**src/rtl/bridge_ctrl.sv**
```systemverilog
// bridge_ctrl: byte-stream sequencer for a BLOCK_BYTES-byte shift assembly register.
// Accepts bytes on a valid/ready handshake and shifts them into the register.
// A short final block is zero-padded. Each full block is held until the consumer acknowledges it.
module bridge_ctrl #(
  parameter int BLOCK_BYTES = 64,
  parameter int CNT_W       = 7,
  parameter int BLK_CNT_W   = 16
) (
  input  logic                 clk,
  input  logic                 n_rst,
  input  logic                 byte_valid,
  input  logic [7:0]           byte_in,
  input  logic                 byte_last,
  output logic                 byte_ready,
  output logic                 shift_en,
  output logic [7:0]           shift_data,
  output logic                 blk_valid,
  output logic                 blk_last,
  input  logic                 blk_ack,
  output logic [CNT_W-1:0]     byte_cnt,
  output logic [BLK_CNT_W-1:0] blk_count
);

  typedef enum logic [1:0] {
    FILL = 2'd0,
    PAD  = 2'd1,
    FULL = 2'd2
  } state_t;

  localparam logic [CNT_W-1:0] LAST_CNT = CNT_W'(BLOCK_BYTES - 1);

  state_t                 state_q, state_d;
  logic [CNT_W-1:0]       byte_cnt_q, byte_cnt_d;
  logic [BLK_CNT_W-1:0]   blk_count_q, blk_count_d;
  logic                   blk_last_q, blk_last_d;

  // State and counter registers; a reset anywhere discards the partial block.
  always_ff @(posedge clk or negedge n_rst) begin
    if (!n_rst) begin
      state_q     <= FILL;
      byte_cnt_q  <= '0;
      blk_count_q <= '0;
      blk_last_q  <= 1'b0;
    end else begin
      state_q     <= state_d;
      byte_cnt_q  <= byte_cnt_d;
      blk_count_q <= blk_count_d;
      blk_last_q  <= blk_last_d;
    end
  end

  // Next-state logic; in FILL, byte_ready is always 1, so byte_valid alone is the accept.
  always_comb begin
    state_d     = state_q;
    byte_cnt_d  = byte_cnt_q;
    blk_count_d = blk_count_q;
    blk_last_d  = blk_last_q;
    case (state_q)
      FILL: begin
        if (byte_valid) begin
          if (byte_cnt_q == LAST_CNT) begin
            state_d    = FULL;
            byte_cnt_d = '0;
            blk_last_d = byte_last;
          end else begin
            byte_cnt_d = byte_cnt_q + 1'b1;
            if (byte_last) begin
              state_d    = PAD;
              blk_last_d = 1'b1;
            end
          end
        end
      end
      PAD: begin
        if (byte_cnt_q == LAST_CNT) begin
          state_d    = FULL;
          byte_cnt_d = '0;
        end else begin
          byte_cnt_d = byte_cnt_q + 1'b1;
        end
      end
      FULL: begin
        if (blk_ack) begin
          state_d     = FILL;
          blk_last_d  = 1'b0;
          blk_count_d = blk_count_q + 1'b1;
        end
      end
      default: state_d = FILL;
    endcase
  end

  // Handshake and shift outputs; gated by n_rst so that nothing is asserted while in reset.
  always_comb begin
    byte_ready = 1'b0;
    shift_en   = 1'b0;
    shift_data = 8'h00;
    blk_valid  = 1'b0;
    case (state_q)
      FILL: begin
        byte_ready = n_rst;
        shift_en   = n_rst & byte_valid;
        shift_data = shift_en ? byte_in : 8'h00;
      end
      PAD: begin
        shift_en   = n_rst;
      end
      FULL: begin
        blk_valid  = n_rst;
      end
      default: ;
    endcase
  end

  assign blk_last  = blk_last_q;
  assign byte_cnt  = byte_cnt_q;
  assign blk_count = blk_count_q;

endmodule
```
**config.mk**
```make
export PLATFORM = sky130hd
export DESIGN_NAME = bridge_ctrl
export DESIGN_NICKNAME = d
export VERILOG_FILES = /design/src/rtl/bridge_ctrl.sv
export SDC_FILE = /design/constraint.sdc
export NUM_CORES = 1
export LEC_CHECK = 0
export ABC_AREA = 1
export CORE_MARGIN = 5
export CORE_UTILIZATION = 25
export DETAILED_ROUTE_END_ITERATION = 10
export PLACE_DENSITY = 0.58
export SLEW_MARGIN = 0
export SYNTH_ARGS = -nofsm -noshare
export SYNTH_HDL_FRONTEND = slang
export SYNTH_SLANG_ARGS = --single-unit
```
**constraint.sdc**
```tcl
create_clock -name clk -period 2.2 [get_ports clk]
set_input_delay 0.33 -clock clk [delete_from_list [all_inputs] [get_ports clk]]
set_output_delay 0.33 -clock clk [all_outputs]
set_load 0.005 [all_outputs]
```
==> results.py, run 1 <==
metrics = {
    "pwr": {
        "p_comb_share_pct": 41.1,
        "intPower_mw": 1.302,
        "peakVddDrop_uv": 355.9,
        "leakagePower_nw": 1.044,
        "p_per_area_nw_per_um2": 916.8,
        "pwr-share-seq_pct": 38.9,
        "switching_share_pct": 36.27,
        "power_mw": 2.043,
        "p_clk_share_pct": 20.0,
        "netSwitchingPower_mw": 0.7411,
    },
    "clock_network": {
        "tritoncts": "built",
        "cts_root_buf": "clkbuf_8",
        "cts_made_buffers": 3,
        "cts_max_level": 1,
        "cts.clk_slew.worst_paths_ps": 90,
        "clock_path_buffers": 2,
        "clkSinkCount": 26,
        "clk_latency_ps": 270,
    },
    "timing": {
        "rsz0062_at_grt": "no",
        "setup_violations": 0,
        "period_share_pct": 96.60,
        "maxSlewHeadroom_pct": 77.13,
        "fmax_mhz": 470.6,
        "clock_skew_ps": 6.065,
        "whs_ps": 522.7,
        "finalWorstSetupSlack_ps": 74.86,
        "drv_slew": 0,
        "worst_pin_slew_ps": 343.0,
        "hold_violations": 0,
        "fin_setup_tns_ps": 0,
        "period_needed_ps": 2125,
    },
    "detailed_routing": {
        "drt-initial-drc-count": 27,
        "via_count": 1438,
        "viasPerCell": 4.305,
        "ant_nets": 0,
        "wl_per_cell_um": 11.76,
        "wirelength_mm": 3.929,
        "dr.pass1.iters": 4,
        "drc": 0,
    },
    "logic_synthesis": {
        "synthSimpleGateAreaFrac_pct": 39.12,
        "synth_compound_area_share_pct": 6.080,
        "synthAdderAreaFrac_pct": 1.600,
        "muxShareOfSynthArea_pct": 0,
        "netlist_area_um2": 1564,
        "synth_top_family_by_area": "simple AND/OR/NAND/NOR gates",
        "synth_xor_xnor_area_share_pct": 6.080,
        "ys.flop_type": "dfrtp_1",
        "synthDistinctLibCells": 26,
        "synthesis.nets": 220,
        "syn-instance-count": 205,
        "synth_edf_count": 0,
        "async_flop_share_pct": 100.0,
        "syn_area_per_cell_um2": 7.629,
        "synth-seq-cells": 26,
        "ys_warn_count": 0,
        "synth_seq_area_share_pct": 41.60,
    },
    "global_routing": {
        "grt_usage_pct": 10.65,
        "overflow": 0,
        "grt_pass1_wl_mm": 6.596,
        "first_global_vias": 1406,
        "grt_max_degree": 27,
        "antenna_found_initial": 0,
    },
    "worst_hold_path": {
        "holdPathStages": 2,
        "hold_class": "reg2reg",
    },
    "placed_design": {
        "dp_slack_ps": 2.686,
        "hpwl_mm": 3.160,
        "port_buffers": 47,
        "place_congestion": 0.7728,
    },
    "critical_path": {
        "cpMaxStageDelayCell": "clkdlybuf4s50_1",
        "crit_path_end_kind": "output port",
        "cp_common_cell": "clkdlybuf4s50_1",
        "crit_path_cell_trace": "clkdlybuf4s50_1 -> nand2_2 -> nor3b_1 -> clkdlybuf4s50_1",
        "crit_cells": 4,
        "start_kind": "input pin",
        "critPathBufInv": 2,
        "path_class": "in2out",
        "max_stage_delay_ps": 550,
        "rr_worst_depth": 9,
        "crit_required_ps": 1870,
        "cpLargestDelayFamily": "buffers and inverters",
        "critical_path_arrival_ps": 1800,
        "cp_max_fo": 8,
    },
    "floorplanning": {
        "rows": 28,
        "start_util_pct": 26.11,
        "dieArea_um2": 7938,
        "io_pins": 48,
        "die_h_um": 89.10,
        "core-area_um2": 5991,
        "fp.dieW_um": 89.10,
    },
    "outcome": {
        "status": "finished, final reports clean",
    },
    "layout": {
        "area_growth_pct": 42.48,
        "diodes": 0,
        "final_common_cell": "nand2_1",
        "layout_common_cells": "70 x nand2_1, 47 x clkdlybuf4s50_1, 25 x nor2_1, 25 x dfrtp_1, 19 x inv_1",
        "nets": 275,
        "fin_util_pct": 37.20,
        "drive_gt1_share_pct": 8.880,
    },
    "run": {
        "max_cap_viol_count": 0,
    },
}
## registers in the layout, indices dropped and copies added, names as in the netlist
signal and flops:
blk_count 16, byte_cnt 7, blk_last 1, state_q 2
## worst register-to-register path, stage by stage (launching register included)
cell     delay (ps)
dfrtp_1         480
ha_1            190
inv_1            50
nor2_1          150
nand2_1         210
nand2_1         140
nand2_1          50
nand2_1          80
nand3_1          70
nand2_1          70
## synthesized netlist by cell type, types with 2 or more instances
| cell type | instances | area share, % |
|---|---|---|
| nand2_1 | 71 | 17 |
| dfrtp_1 | 26 | 42 |
| nor2_1 | 26 | 6.2 |
| inv_1 | 19 | 4.6 |
| nand3_1 | 9 | 2.9 |
| nor3b_1 | 8 | 3.8 |
| o21ai_1 | 6 | 1.9 |
| a21oi_1 | 5 | 1.6 |
| xor2_1 | 5 | 2.8 |
| xnor2_1 | 4 | 2.2 |
| inv_2 | 3 | 0.72 |
| nand4_1 | 3 | 1.2 |
| o21ai_0 | 3 | 0.96 |
| ha_1 | 2 | 1.6 |
| nand2_4 | 2 | 1.4 |
| nand3b_1 | 2 | 0.96 |
| nor2_4 | 2 | 1.4 |
## area by class of cell
class	instances	area, um2
fillers	615	3762
multi-input cells	156	832.0
well taps	75	93.84
inverters	23	86.33
clock inverters	1	30.03
repair buffers	50	493.0
clock buffers	3	41.29
flip-flops and latches	26	651.9
## stage by stage
step / instance area (um2) / instances
2_1_floorplan: 1564 / 205
3_3_place_gp: 2151 / 330
3_5_place_dp: 2151 / 330
4_1_cts: 2225 / 334
5_1_grt: 2228 / 334
6_report: 2228 / 334
## metal layers
layer	GRT usage, %	vias to the layer above	part of all wire (%)
met2	17.95	11	50
met3	1.751	2	3.0
li1	-	752	-
met5	0	-	0
met1	13.80	673	46
met4	3.654	0	1.2
## final timing paths
check / slack, ps / end / startpoint
setup / recovery: 70 / shift_data[1] / n_rst
hold / removal: 520 / blk_last / blk_last
setup reg to reg: 650 / state_q[1] / byte_cnt[0]
hold reg to reg: 520 / blk_last / blk_last
max in group asynchronous: 1280 / state_q[1] / n_rst
min in group asynchronous: 640 / blk_count[3] / n_rst
## cell families after synthesis
group / after synthesis
buffers and inverters: 23
flip-flops: 26
AND/OR/NAND/NOR: 127
XOR/XNOR: 10
adder cells (fa/ha/maj): 2
AO/OA/AOI/OAI: 17
## power groups by stage
stage / registers [mW] / logic, mW / clock network, mW
floorplan: 0.780 / 0.429 / 0
global placement: 0.807 / 0.833 / 0
detailed placement: 0.807 / 0.852 / 0
CTS: 0.797 / 0.858 / 0.423
global route: 0.834 / 0.959 / 0.446
finish: 0.795 / 0.841 / 0.408
## repair_timing
| item | 4_1_cts | 5_1_grt |
|---|---|---|
| endpoints found under the setup margin | 2 | 8 |
| hold buffers | 0 | 0 |
| gates resized for setup | 1 | 2 |
| gates cloned | 0 | 0 |
| setup buffers | 0 | 0 |
No activity file was read; power rests on OpenSTA's default activity.
==> run 2: changes to the inputs <==
Settings changed: SLEW_MARGIN 0 to not set.
==> results of run 2 <==
Same layout as run 1: the final DEF is identical, and so are final timing and power.
==> run 3: changes to the inputs <==
Settings changed: PLACE_DENSITY 0.58 to not set.
==> run 3 against run 2 <==
Compared with the run above: clock power fell by 24%; first-iteration DRC count rose to 2.7 times the previous value; final area fell by 0.73%; sequential power barely moved; sequential cell count did not move.
==> results.py, run 3 (same netlist as run 1, synthesis figures left out) <==
metrics = {
    "layout": {
        "fin_util_pct": 36.93,
        "diodes": 0,
        "layout_common_cells": "70 x nand2_1, 47 x clkdlybuf4s50_1, 25 x nor2_1, 25 x dfrtp_1, 19 x inv_1",
        "nFillCells": 617,
        "drive_gt1_share_pct": 8.880,
        "area_growth_pct": 41.44,
        "nets": 275,
        "final_common_cell": "nand2_1",
        "largest_register_ffs": 16,
    },
    "clock_network": {
        "cts.clk_slew.worst_paths_ps": 90,
        "clk_latency_ps": 270,
        "clock_path_buffers": 2,
        "cts_max_level": 1,
        "clkSinkCount": 26,
        "postCtsSetupRepairBufs": 0,
        "tritoncts": "built",
        "cts_root_buf": "clkbuf_8",
        "cts_hold_buf": 0,
        "cts_made_buffers": 3,
    },
    "detailed_routing": {
        "viasPerCell": 4.228,
        "drc": 0,
        "wl_per_cell_um": 11.07,
        "ant_nets": 0,
        "wirelength_mm": 3.696,
        "via_count": 1412,
        "dr.pass1.iters": 4,
        "drt-initial-drc-count": 74,
    },
    "floorplanning": {
        "io_pins": 48,
        "rows": 28,
        "start_util_pct": 26.11,
        "dieArea_um2": 7938,
        "fp.dieW_um": 89.10,
        "die_h_um": 89.10,
        "core-area_um2": 5991,
    },
    "critical_path": {
        "cpMaxStageDelayCell": "clkdlybuf4s50_1",
        "max_stage_delay_ps": 550,
        "crit_path_cell_trace": "clkdlybuf4s50_1 -> nand2_2 -> nor3b_1 -> clkdlybuf4s50_1",
        "crit_required_ps": 1870,
        "path_class": "in2out",
        "cp_common_cell": "clkdlybuf4s50_1",
        "start_kind": "input pin",
        "critical_path_arrival_ps": 1760,
        "cp_max_fo": 8,
        "crit_path_end_kind": "output port",
    },
    "timing": {
        "fin_setup_tns_ps": 0,
        "period_needed_ps": 2091,
        "finalWorstSetupSlack_ps": 108.9,
        "rsz0062_at_grt": "no",
        "fmax_mhz": 478.2,
        "clock_skew_ps": 3.908,
        "whs_ps": 527.0,
        "hold_violations": 0,
        "worst_pin_slew_ps": 343.6,
        "drv_slew": 0,
        "maxSlewHeadroom_pct": 77.09,
        "period_share_pct": 95.05,
        "setup_violations": 0,
    },
    "placed_design": {
        "place_congestion": 0.7370,
        "hpwl_mm": 3.024,
        "port_buffers": 47,
        "dp_slack_ps": 14.15,
    },
    "global_routing": {
        "overflow": 0,
        "antenna_found_initial": 0,
        "grt_usage_pct": 9.798,
        "first_global_vias": 1301,
        "grt_pass1_wl_mm": 6.223,
        "grt_max_degree": 27,
    },
    "pwr": {
        "p_per_area_nw_per_um2": 876.8,
        "leakagePower_nw": 1.037,
        "peakVddDrop_uv": 369.1,
    },
    "outcome": {
        "status": "finished, final reports clean",
    },
    "run": {
        "max_cap_viol_count": 0,
    },
    "worst_hold_path": {
        "hold_class": "reg2reg",
    },
}
-- run 3: cell count changes in the layout (fill, tap and decap cells not counted), sizes merged --
cell and change:
bufinv -1, clkbuf +1
-- run 3: final cells by class --
cell class | count | area (um2) | area share (%)
multi-input combinational | 156 | 832.0 | 37.61
sequential | 26 | 651.9 | 29.47
timing repair buffer | 50 | 493.0 | 22.29
tap | 75 | 93.84 | 4.242
inverter | 23 | 86.33 | 3.903
clock buffer | 4 | 55.05 | 2.489
-- run 3: power by group --
part | internal (mW) | switching [mW]
logic | 0.441 | 0.396
clock network | 0.160 | 0.150
registers | 0.617 | 0.176
total | 1.22 | 0.722
-- run 3: path summary, 6_finish.rpt --
path                                 end  cells past startpoint    startpoint  slack, ps
hold / removal              blk_count[3]                      1  blk_count[3]        530
hold reg to reg             blk_count[3]                      1  blk_count[3]        530
min in group asynchronous   blk_count[9]                      3         n_rst        650
setup / recovery           shift_data[6]                      4         n_rst        110
setup reg to reg              state_q[1]                      9   byte_cnt[0]        650
max in group asynchronous     state_q[1]                      3         n_rst       1270
-- run 3: critical path: cells and delay by family --
family	cells	cell delay (ps)
buffers and inverters	2	1090
AND/OR/NAND/NOR	2	340
-- run 3: through the flow --
step                      cell area, um2  instances  power [mW]
after floorplan                     1564        205       1.209
after global placement              2151        330       1.639
after detailed placement            2151        330       1.647
after CTS                           2208        334       1.967
after global routing                2212        334       2.122
final                               2212        334       1.940
-- run 3: what timing repair did --
item	4_1_cts	5_1_grt
endpoints found under the hold margin	0	0
gates cloned	0	0
endpoints found under the setup margin	1	8
gates resized for setup	1	2
pin swaps	0	0
-- run 3: metal layers --
layer	track usage [%]	vias up	part of all wire, %
met5	0	-	0
met3	2.028	2	3.6
met2	15.74	16	48
met1	13.46	638	48
met4	2.436	0	0.95
li1	-	756	-
